`src/rtl/axi_r_buffer_pkg.sv`:
```
// Shared AXI R-channel definitions: response encodings and packed-beat sizing
// helpers used by axi_r_buffer.
package axi_r_buffer_pkg;

  typedef enum logic [1:0] {
    RESP_OKAY   = 2'd0,
    RESP_EXOKAY = 2'd1,
    RESP_SLVERR = 2'd2,
    RESP_DECERR = 2'd3
  } axi_resp_e;

  localparam int unsigned RESP_WIDTH = 2;
  localparam int unsigned MAX_DEPTH  = 16;

  // A beat is stored as {user, id, resp, data, last}.
  function automatic int unsigned r_beat_width(input int unsigned id_w,
                                               input int unsigned data_w,
                                               input int unsigned user_w);
    return user_w + id_w + RESP_WIDTH + data_w + 1;
  endfunction

  function automatic int unsigned ptr_width(input int unsigned depth);
    return (depth > 1) ? $clog2(depth) : 1;
  endfunction

endpackage

```
`src/rtl/axi_r_buffer.sv`:
```
// AXI R-channel elastic buffer: circular FIFO of BUFFER_DEPTH packed beats.
// Optional zero-latency bypass when empty: define AXI_R_BUFFER_FALLTHROUGH_EN.
module axi_r_buffer
  import axi_r_buffer_pkg::*;
#(
  parameter int unsigned ID_WIDTH     = 4,
  parameter int unsigned DATA_WIDTH   = 64,
  parameter int unsigned USER_WIDTH   = 6,
  parameter int unsigned BUFFER_DEPTH = 2
) (
  input  logic                  clk_i,
  input  logic                  rst_ni,
  input  logic                  test_en_i,
  input  logic                  master_valid_i,
  input  logic [DATA_WIDTH-1:0] master_data_i,
  input  logic [1:0]            master_resp_i,
  input  logic [ID_WIDTH-1:0]   master_id_i,
  input  logic [USER_WIDTH-1:0] master_user_i,
  input  logic                  master_last_i,
  output logic                  master_ready_o,
  output logic                  slave_valid_o,
  output logic [DATA_WIDTH-1:0] slave_data_o,
  output logic [1:0]            slave_resp_o,
  output logic [ID_WIDTH-1:0]   slave_id_o,
  output logic [USER_WIDTH-1:0] slave_user_o,
  output logic                  slave_last_o,
  input  logic                  slave_ready_i
);

  localparam int unsigned BEAT_W   = r_beat_width(ID_WIDTH, DATA_WIDTH, USER_WIDTH);
  localparam int unsigned PTR_W    = ptr_width(BUFFER_DEPTH);
  localparam int unsigned CNT_W    = $clog2(BUFFER_DEPTH + 1);
  localparam int unsigned DATA_LSB = 1;
  localparam int unsigned RESP_LSB = DATA_LSB + DATA_WIDTH;
  localparam int unsigned ID_LSB   = RESP_LSB + RESP_WIDTH;
  localparam int unsigned USER_LSB = ID_LSB + ID_WIDTH;

  localparam logic [PTR_W-1:0] LAST_PTR = PTR_W'(BUFFER_DEPTH - 1);
  localparam logic [CNT_W-1:0] FULL_CNT = CNT_W'(BUFFER_DEPTH);

  // Handshake: a beat moves on a side only in a cycle where valid and ready are
  // both high at the rising edge; valid never waits on ready, and the input-side
  // ready depends only on occupancy, never on slave_ready_i.

  logic [BEAT_W-1:0] mem_q [BUFFER_DEPTH];
  logic [BEAT_W-1:0] mem_d [BUFFER_DEPTH];
  logic [PTR_W-1:0]  wr_ptr_q, wr_ptr_d;
  logic [PTR_W-1:0]  rd_ptr_q, rd_ptr_d;
  logic [CNT_W-1:0]  count_q, count_d;

  logic [BEAT_W-1:0] beat_in;
  logic [BEAT_W-1:0] beat_head;
  logic [BEAT_W-1:0] beat_out;
  logic              fifo_empty;
  logic              fifo_full;
  logic              bypass;
  logic              push;
  logic              pop;
  logic              unused_test_en;

  assign unused_test_en = test_en_i;

  function automatic logic [PTR_W-1:0] ptr_inc(input logic [PTR_W-1:0] p);
    return (p == LAST_PTR) ? '0 : p + 1'b1;
  endfunction

  assign beat_in    = {master_user_i, master_id_i, master_resp_i, master_data_i, master_last_i};
  assign beat_head  = mem_q[rd_ptr_q];
  assign fifo_empty = (count_q == '0);
  assign fifo_full  = (count_q == FULL_CNT);

  assign master_ready_o = ~fifo_full;

`ifdef AXI_R_BUFFER_FALLTHROUGH_EN
  // Empty buffer presents the incoming beat directly; if it is taken in the
  // same cycle it never touches the storage array.
  assign bypass        = fifo_empty & master_valid_i & slave_ready_i;
  assign slave_valid_o = ~fifo_empty | master_valid_i;
  assign beat_out      = fifo_empty ? beat_in : beat_head;
`else
  assign bypass        = 1'b0;
  assign slave_valid_o = ~fifo_empty;
  assign beat_out      = beat_head;
`endif

  assign push = master_valid_i & master_ready_o & ~bypass;
  assign pop  = ~fifo_empty & slave_ready_i;

  assign slave_last_o = beat_out[0];
  assign slave_data_o = beat_out[RESP_LSB-1:DATA_LSB];
  assign slave_resp_o = beat_out[ID_LSB-1:RESP_LSB];
  assign slave_id_o   = beat_out[USER_LSB-1:ID_LSB];
  assign slave_user_o = beat_out[BEAT_W-1:USER_LSB];

  always_comb begin
    wr_ptr_d = wr_ptr_q;
    rd_ptr_d = rd_ptr_q;
    count_d  = count_q;
    if (push) wr_ptr_d = ptr_inc(wr_ptr_q);
    if (pop)  rd_ptr_d = ptr_inc(rd_ptr_q);
    unique case ({push, pop})
      2'b10:   count_d = count_q + 1'b1;
      2'b01:   count_d = count_q - 1'b1;
      default: count_d = count_q;
    endcase
  end

  always_comb begin
    mem_d = mem_q;
    if (push) mem_d[wr_ptr_q] = beat_in;
  end

  always_ff @(posedge clk_i or negedge rst_ni) begin
    if (!rst_ni) begin
      wr_ptr_q <= '0;
      rd_ptr_q <= '0;
      count_q  <= '0;
    end else begin
      wr_ptr_q <= wr_ptr_d;
      rd_ptr_q <= rd_ptr_d;
      count_q  <= count_d;
    end
  end

  // Storage is deliberately left out of reset; outputs are don't-care while empty.
  always_ff @(posedge clk_i) begin
    mem_q <= mem_d;
  end

  assert property (@(posedge clk_i) disable iff (!rst_ni) count_q <= FULL_CNT);
  assert property (@(posedge clk_i) disable iff (!rst_ni) !(push && fifo_full));

endmodule
```
`config.mk`:
```
export PLATFORM = sky130hd
export DESIGN_NAME = axi_r_buffer
export DESIGN_NICKNAME = d
export VERILOG_FILES = /design/src/rtl/axi_r_buffer_pkg.sv /design/src/rtl/axi_r_buffer.sv
export SDC_FILE = /design/constraint.sdc
export NUM_CORES = 1
export LEC_CHECK = 0
export BUFFER_PORTS_ARGS = -buffer_cell sky130_fd_sc_hd__buf_2
export CAP_MARGIN = 20
export CORE_ASPECT_RATIO = 0.6
export CORE_MARGIN = 2
export CORE_UTILIZATION = 55
export CTS_BUF_LIST = sky130_fd_sc_hd__clkbuf_4 sky130_fd_sc_hd__clkbuf_8
export DETAILED_ROUTE_END_ITERATION = 12
export PLACE_DENSITY = 0.83
export SKIP_LAST_GASP = 1
export SLEW_MARGIN = 20
export SYNTH_ARGS = -nofsm -noshare
export SYNTH_HDL_FRONTEND = slang
export SYNTH_SLANG_ARGS = --single-unit
```
`constraint.sdc`:
```
create_clock -name clk_i -period 9.5 [get_ports clk_i]
set_input_delay 1.9 -clock clk_i [delete_from_list [all_inputs] [get_ports clk_i]]
set_output_delay 1.9 -clock clk_i [all_outputs]
set_load 0.01 [all_outputs]
```
# After elaboration in Yosys (flattened, before gate mapping)
# Cells that the tools add are included.
[op_classes] addsub=4 magnitude_cmp=3 n_eq_ne=3 mux=9 bitwise=6 reduce_logical=3
[op_table] op="77-bit 2-to-1 mux" count=4
[op_table] op="154-bit bitwise mux" count=1
[op_table] op="77-bit demux with 1-bit select" count=1
[op_table] op="2-bit == test, second input constant" count=2
[op_table] op="2-bit greater-or-equal comparator, second input constant" count=2
[op_table] op="1-bit NOT with 2-bit output" count=2
[op_table] op="2-bit case mux with 2 select lines" count=1
[op_table] op="1-bit adder, second input constant" count=2
[op_table] op="2-bit by 1-bit adder with 2-bit output, second input constant" count=1
[op_table] op="1-bit bitwise AND" count=2
[op_table] op="2-bit by 1-bit == test with 1-bit output, second input constant" count=1
[op_table] op="2-bit logical NOT" count=1
[op_table] op="2-bit by 1-bit less-than comparator with 1-bit output, second input constant" count=1
[op_table] op="1-bit 2-to-1 mux" count=2
[op_table] op="1-bit NOT" count=2
[op_table] op="2-bit nonzero test" count=1
[op_table] op="2-bit by 1-bit subtractor with 2-bit output, second input constant" count=1
[op_table] op="1-bit logical AND" count=1
[word_totals] register_bits=158 input_bits=82 out_inout_bits=79 wordCells=33

# Longest topological paths before layout
# Gate-level depths: netlist of run 1.
[depth] depth_word=6 mapped_depth=6 mapped_depth_nobuf=6

# Worst setup path after synthesis of run 1
# Ideal clock, no wire load.
[synth_path] path_kind="input to register" from="in master_valid_i" to="reg mem_q[100] in the netlist's numbering (enable)" setup_time_ns=0.513 t_arrival_ns=5.209 required_time_ns=8.987 setup_slack_ns=3.779 stages=2 n_path_buf=0 path_cell_list="nand2_1 -> nor2_1"
[synth_between] elab_chain_cells=1
[synth_rtl] element="start: declaration" line="axi_r_buffer.sv:14" source="input logic master_valid_i,"
[synth_rtl] element="1-bit bitwise AND" line="axi_r_buffer.sv:86" source="assign push = master_valid_i & master_ready_o & ~bypass;"
[synth_rtl] element="end signal: assignment" line="axi_r_buffer.sv:127" source="mem_q <= mem_d;"
[synth_rtl] element="end: declaration" line="axi_r_buffer.sv:45" source="logic [BEAT_W-1:0] mem_q [BUFFER_DEPTH];"
# No other way between the ends.
# A chain may end at the register's enable or synchronous reset.

# Worst setup path in the final report of run 1
[layout_path] from="reg rd_ptr_q" to="out slave_data_o[12]"
[layout_between] elab_chain_cells=4
[layout_rtl] element="start: declaration" line="axi_r_buffer.sv:48" source="logic [PTR_W-1:0] rd_ptr_q, rd_ptr_d;"
[layout_rtl] element="start signal: assignment" line="axi_r_buffer.sv:120" source="rd_ptr_q <= rd_ptr_d;"
[layout_rtl] element="1-bit NOT with 2-bit output (not written as such)" line="axi_r_buffer.sv:68" source="assign beat_head = mem_q[rd_ptr_q];"
[layout_rtl] element="77-bit 2-to-1 mux (not written as such) (3 in a row)" line="axi_r_buffer.sv:68"
[layout_rtl] element="end: declaration" line="axi_r_buffer.sv:22" source="output logic [DATA_WIDTH-1:0] slave_data_o,"
# No other way between the ends. The select of a mux whose other input is x is not followed.

==> flow_summary.yaml, run 1 <==
outcome:
  status: "finished clean"
clock_tree:
  clk_pin_slew_ns: 0.08
  cts.sinks: 158
  clock_path_buffers: 2
  ctsResizeCount: 0
  h-tree-depth: 4
  cts_setup_buffers: 0
  ctsHoldBuffers: 0
  root_buffer: "clkbuf_8"
  cts_tree: "yes"
  clk_latency_ns: 0.42
  numCtsBuffers: 17
sta:
  worstMarginPinSlew_ns: 0.5906
  min_period_ns: 4.309
  fin_tns_setup_ns: 0
  fin_crit_sh_pct: 45.36
  fin_skew_ns: 0.009531
  max-slew-margin-rel_pct: 60.63
  rsz0062_at_grt: "no"
  fin_ws_ns: 5.191
  drv_slew: 0
  setup_viol_count_final: 0
  hold_violations: 0
  max_freq_ghz: 0.2321
worst_hold_path:
  min-delay-start: "count_q[1]$_DFFE_PN0P_"
  hold_depth: 1
  min_path_type: "reg2reg"
finish:
  drive_gt1_share_pct: 62.22
  syn2layout_area_growth_pct: 23.45
  n_antenna_cell: 0
  fin_area_um2: 7199
  nFillCells: 699
  nets: 513
placed_design:
  pre_cts_slack_ns: 5.466
  postPlaceCellArea_um2: 6763
  numPortBuffers: 159
  place_congestion: 0.6774
  dp_hpwl_um: 6346
synthesis:
  ys.flop_type: "edfxtp_1"
  syn-num-nets: 340
  yosys-top-cells-area: "edfxtp_1, mux2_2, mux2_4"
  syn_area_um2: 5832
  yosys.area.top_type: "edfxtp_1"
  synth_cells: 257
  synth_most_common_cell: "edfxtp_1"
  synth_edf_count: 154
  yosys_warnings: 0
  synthArstFlopShare_pct: 2.532
  ys_top_cells_by_count: "edfxtp_1, mux2_2, mux2_4, buf_2"
  synth_area_per_cell_um2: 22.69
  ys_ff_latch: 158
  synth.distinct_cells: 15
  ys_seq_area_share_pct: 81.01
  yosys.area.top_type_share_pct: 79.30
drt:
  drc: 0
  routed_wl_um: 9811
  wl_per_cell_um: 16.89
  drtIter0Drc: 154
  via_per_inst: 5.009
  first_pass_iters: 4
  detail-route-antenna-nets: 0
  vias: 2910
critical_path:
  ff2ff_setup_slack_ns: 7.23
  arrival_ns: 2.41
  cp_slowest_cell: "dfrtp_4"
  crit_path_end: "slave_data_o[12]"
  r2r_cells: 5
  path_class: "reg2out"
  rr_startpoint: "count_q[0]$_DFFE_PN0P_"
  cp_max_fo: 44
  crit_path_start_kind: "flop"
  crit_chain: "buf_4 -> mux2_2 -> buf_2"
  max_stage_delay_ns: 0.80
  worstReg2RegEnd: "mem_q[133]$_DFFE_PP_"
  worstSetupStartpoint: "rd_ptr_q$_DFFE_PN0P_"
  required_ns: 7.60
  crit_path_end_kind: "output pin"
power_and_ir_drop:
  power.density_nw_per_um2: 298.6
  peakVddDrop_mv: 0.1544
  p_seq_share_pct: 47.7
  power.internal_mw: 1.514
  netSwitchingPower_mw: 0.6356
  swShare_pct: 29.57
  combPwrFrac_pct: 30.2
  p_total_mw: 2.150
  clockPowerShare_pct: 22.0
  p_leak_nw: 2.753
die:
  core-area_um2: 10450
  ioPinCount: 161
  die_h_um: 83.76
  die-area_um2: 11470
  rows: 29
  initial_core_util_pct: 55.81
  die_x_um: 136.9
global_route:
  antenna_found_initial: 0
  grt_remaining_overflow: 0
  grt_pass1_wl_um: 14870
  track_usage_pct: 17.72
  grt_max_degree: 78
  first_global_vias: 3069
flow_run:
  maxCapViolations: 0
==> flip-flops by register name, indices dropped and copies added (netlist names) <==
name	count
mem_q	154
count_q	2
rd_ptr_q	1
wr_ptr_q	1
==> cell type report <==
type	count	area (µm²)	share of cell area, %
clock buffer	18	241.5	3.354
clock inverter	13	140.1	1.946
multi-input combinational	90	1050	14.58
sequential	158	4728	65.68
tap	139	173.9	2.416
timing repair buffer	163	865.8	12.03
==> critical path, delay by kind of cell (launching register included) <==
family | cells | cell delay, ns
buf+inv | 2 | 0.73
flops | 1 | 0.80
mux | 1 | 0.40
==> power groups by stage <==
stage | Combinational [mW] | Sequential, mW | Clock (mW)
3_3_place_gp | 0.630 | 1.04 | 0
6_report | 0.650 | 1.03 | 0.474
4_1_cts | 0.642 | 1.03 | 0.485
2_1_floorplan | 0.461 | 1.01 | 0
3_5_place_dp | 0.638 | 1.05 | 0
5_1_grt | 0.703 | 1.04 | 0.511
==> through the flow <==
stage / utilization [%] / hold WS, ns / std cells
floorplan: - / 0.4559 / 257
global placement: 64.72 / 0.4773 / 548
detailed placement: 64.72 / 0.5053 / 548
CTS: 68.37 / 0.5168 / 579
global route: 68.89 / 0.5197 / 581
finish: 68.89 / 0.5153 / 581
==> cells in the final DEF (no fill, tap or decap), types with 2 or more instances in the layout <==
master      instances
buf_16              2
buf_2             159
buf_4               2
bufinv_16           2
clkbuf_8           17
clkinv_2            2
clkinv_4            2
clkinvlp_4          3
dfrtp_1             3
edfxtp_1          154
inv_6               3
mux2_2             57
mux2_4             20
xnor2_1             3
xor2_1              2
==> kinds of logic after synthesis <==
logic type / count (synthesis) / synth area share, %
XOR/XNOR: 5 / 0.7510
multiplexers: 77 / 16.16
adder cells (fa/ha/maj): 1 / 0.2145
AND/OR/NAND/NOR: 7 / 0.6653
flip-flops: 158 / 81.01
buffers and inverters: 9 / 1.201
==> layer usage <==
metal	GRT usage [%]	routed length (µm)	vias to the layer above
li1	-	-	1364
met1	21.85	4015	1419
met2	27.32	4599	122
met3	8.257	1139	5
met4	7.029	56	0
met5	0	0	-
==> worst min path at each step <==
stage                                   endpoint  slack [ns]
after global routing      count_q[1]$_DFFE_PN0P_        0.52
final                     count_q[1]$_DFFE_PN0P_        0.52
after floorplan           count_q[1]$_DFFE_PN0P_        0.46
after detailed placement  count_q[1]$_DFFE_PN0P_        0.51
after global placement    count_q[1]$_DFFE_PN0P_        0.48
after CTS                 count_q[1]$_DFFE_PN0P_        0.52
(Power assumes the default switching activity.)
==> run 2: changes to the inputs <==
--- a/config.mk
+++ b/config.mk
@@ -9,10 +9,10 @@
 export CAP_MARGIN = 20
 export CORE_ASPECT_RATIO = 0.6
 export CORE_MARGIN = 2
-export CORE_UTILIZATION = 55
+export CORE_UTILIZATION = 54
 export CTS_BUF_LIST = sky130_fd_sc_hd__clkbuf_4 sky130_fd_sc_hd__clkbuf_8
 export DETAILED_ROUTE_END_ITERATION = 12
-export PLACE_DENSITY = 0.83
+export PLACE_DENSITY = 0.82
 export SKIP_LAST_GASP = 1
 export SLEW_MARGIN = 20
 export SYNTH_ARGS = -nofsm -noshare
==> constraint.sdc (replaced) <==
create_clock -name clk_i -period 4.4 [get_ports clk_i]
set_input_delay 0.88 -clock clk_i [delete_from_list [all_inputs] [get_ports clk_i]]
set_output_delay 0.88 -clock clk_i [all_outputs]
set_load 0.01 [all_outputs]
==> run 2 against run 1 <==
Effect of this change: combinational power increased by 120%; via count increased by 0.38%; global-route usage increased by 0.067 points; die area increased by 1.8%; wire length increased by 2.3%; sequential cell count unchanged.
==> flow_summary.yaml, run 2 (synthesis gave the netlist of run 1 again) <==
outcome:
  status: "finished clean"
power_and_ir_drop:
  swShare_pct: 28.97
  netSwitchingPower_mw: 1.380
  combPwrFrac_pct: 30.1
  power.internal_mw: 3.382
  power.density_nw_per_um2: 656.8
  peakVddDrop_mv: 0.5350
  clockPowerShare_pct: 23.8
  p_seq_share_pct: 46.0
  p_leak_nw: 2.778
placed_design:
  numPortBuffers: 159
  dp_hpwl_um: 6319
  place_congestion: 0.7235
  postPlaceCellArea_um2: 6763
sta:
  min_period_ns: 2.918
  max-slew-margin-rel_pct: 64.05
  fin_crit_sh_pct: 66.31
  fin_tns_setup_ns: 0
  setup_viol_count_final: 0
  drv_slew: 0
  hold_violations: 0
  fin_skew_ns: 0.01091
  rsz0062_at_grt: "no"
  worstMarginPinSlew_ns: 0.5392
  max_freq_ghz: 0.3428
drt:
  drtIter0Drc: 150
  first_pass_iters: 4
  drc: 0
  vias: 2921
  detail-route-antenna-nets: 0
  routed_wl_um: 10030
  via_per_inst: 5.010
  wl_per_cell_um: 17.21
die:
  die_x_um: 138.2
  die_h_um: 84.50
  initial_core_util_pct: 55.23
  core-area_um2: 10560
  die-area_um2: 11670
  ioPinCount: 161
  rows: 29
finish:
  multi_input_area_um2: 1050
  largest_reg_flops: 154
  reg_top3: "mem_q: 154 flops, count_q: 2 flops"
  final_cell_mix: "buf_2, edfxtp_1, mux2_2, mux2_4, clkbuf_8"
  nets: 513
  syn2layout_area_growth_pct: 24.31
  fin_area_um2: 7249
  top_register: "mem_q"
  nFillCells: 718
  final_common_cell: "buf_2"
  register_area_um2: 4728
  drive_gt1_share_pct: 61.63
critical_path:
  crit_path_start_kind: "flop"
  max_stage_delay_ns: 0.69
  cp_max_fo: 51
  cp_slowest_cell: "dfrtp_4"
  arrival_ns: 2.04
  path_class: "reg2out"
  required_ns: 3.52
  critPathTopFamily: "flip-flops"
  critPathBufInv: 2
  crit_chain: "buf_16 -> mux2_2 -> buf_2"
  crit_path_end_kind: "output pin"
clock_tree:
  h-tree-depth: 4
  cts_tree: "yes"
  clk_latency_ns: 0.44
  numCtsBuffers: 17
  ctsHoldBuffers: 0
  clk_pin_slew_ns: 0.08
  cts_setup_buffers: 0
  root_buffer: "clkbuf_8"
  ctsResizeCount: 0
  clock_path_buffers: 2
  cts.sinks: 158
global_route:
  track_usage_pct: 17.79
  grt_pass1_wl_um: 15540
  first_global_vias: 3087
  antenna_found_initial: 1
  grt_max_degree: 79
  grt_remaining_overflow: 0
worst_hold_path:
  min_path_type: "in2async"
flow_run:
  maxCapViolations: 0
[run 2: final timing paths]
kind / start / endpoint / slack [ns] / depth (start not counted)
min reg2reg: count_q[1]$_DFFE_PN0P_ / count_q[1]$_DFFE_PN0P_ / 0.51 / 1
min in group clk_i: count_q[1]$_DFFE_PN0P_ / count_q[1]$_DFFE_PN0P_ / 0.51 / 1
max: rd_ptr_q$_DFFE_PN0P_ / slave_user_o[3] / 1.48 / 3
max in group asynchronous: rst_ni / rd_ptr_q$_DFFE_PN0P_ / 4.03 / 1
min: rst_ni / count_q[0]$_DFFE_PN0P_ / 0.23 / 1
max reg2reg: count_q[0]$_DFFE_PN0P_ / mem_q[23]$_DFFE_PP_ / 2.67 / 3
[run 2: final cells by class]
cell class / count / area share [%]
Sequential cell: 158 / 65.22
Multi-Input combinational cell: 90 / 14.48
Timing Repair Buffer: 163 / 11.94
Clock buffer: 17 / 3.227
Clock inverter: 15 / 2.692
Tap cell: 139 / 2.399
Antenna cell: 1 / 0.03452
[run 2: power groups by stage]
stage | Sequential [mW] | Clock (mW) | Combinational (mW)
floorplan | 2.17 | 0 | 0.997
global placement | 2.31 | 0 | 1.29
detailed placement | 2.33 | 0 | 1.31
CTS | 2.30 | 1.16 | 1.32
global route | 2.23 | 1.23 | 1.54
finish | 2.19 | 1.13 | 1.44
[run 2: worst register-to-register path, stage by stage, from the launching register on]
cell	delay (ns)
dfrtp_1	0.42
nand2b_1	0.17
and3_4	0.45
buf_16	0.32
[run 2: routing by layer]
layer / vias to the layer above / GRT usage, % / wire, µm / part of all wire [%]
met2: 114 / 28.26 / 4786 / 48
li1: 1361 / - / - / -
met1: 1441 / 21.80 / 4318 / 43
met4: 0 / 5.288 / 59 / 0.59
met5: - / 0 / 0 / 0
met3: 5 / 8.956 / 869 / 8.7
[run 2: stage by stage]
stage | hold slack [ns] | worst slack [ns] | power [mW] | cells | util, %
finish | 0.2311 | 1.482 | 4.761 | 583 | 68.66
global route | 0.1968 | 1.385 | 4.993 | 582 | 68.63
global placement | 0.4775 | 1.735 | 3.601 | 548 | 64.05
floorplan | 0.4559 | 0.9902 | 3.165 | 257 | -
detailed placement | 0.4799 | 1.745 | 3.640 | 548 | 64.05
CTS | 0.2070 | 1.228 | 4.782 | 580 | 68.11
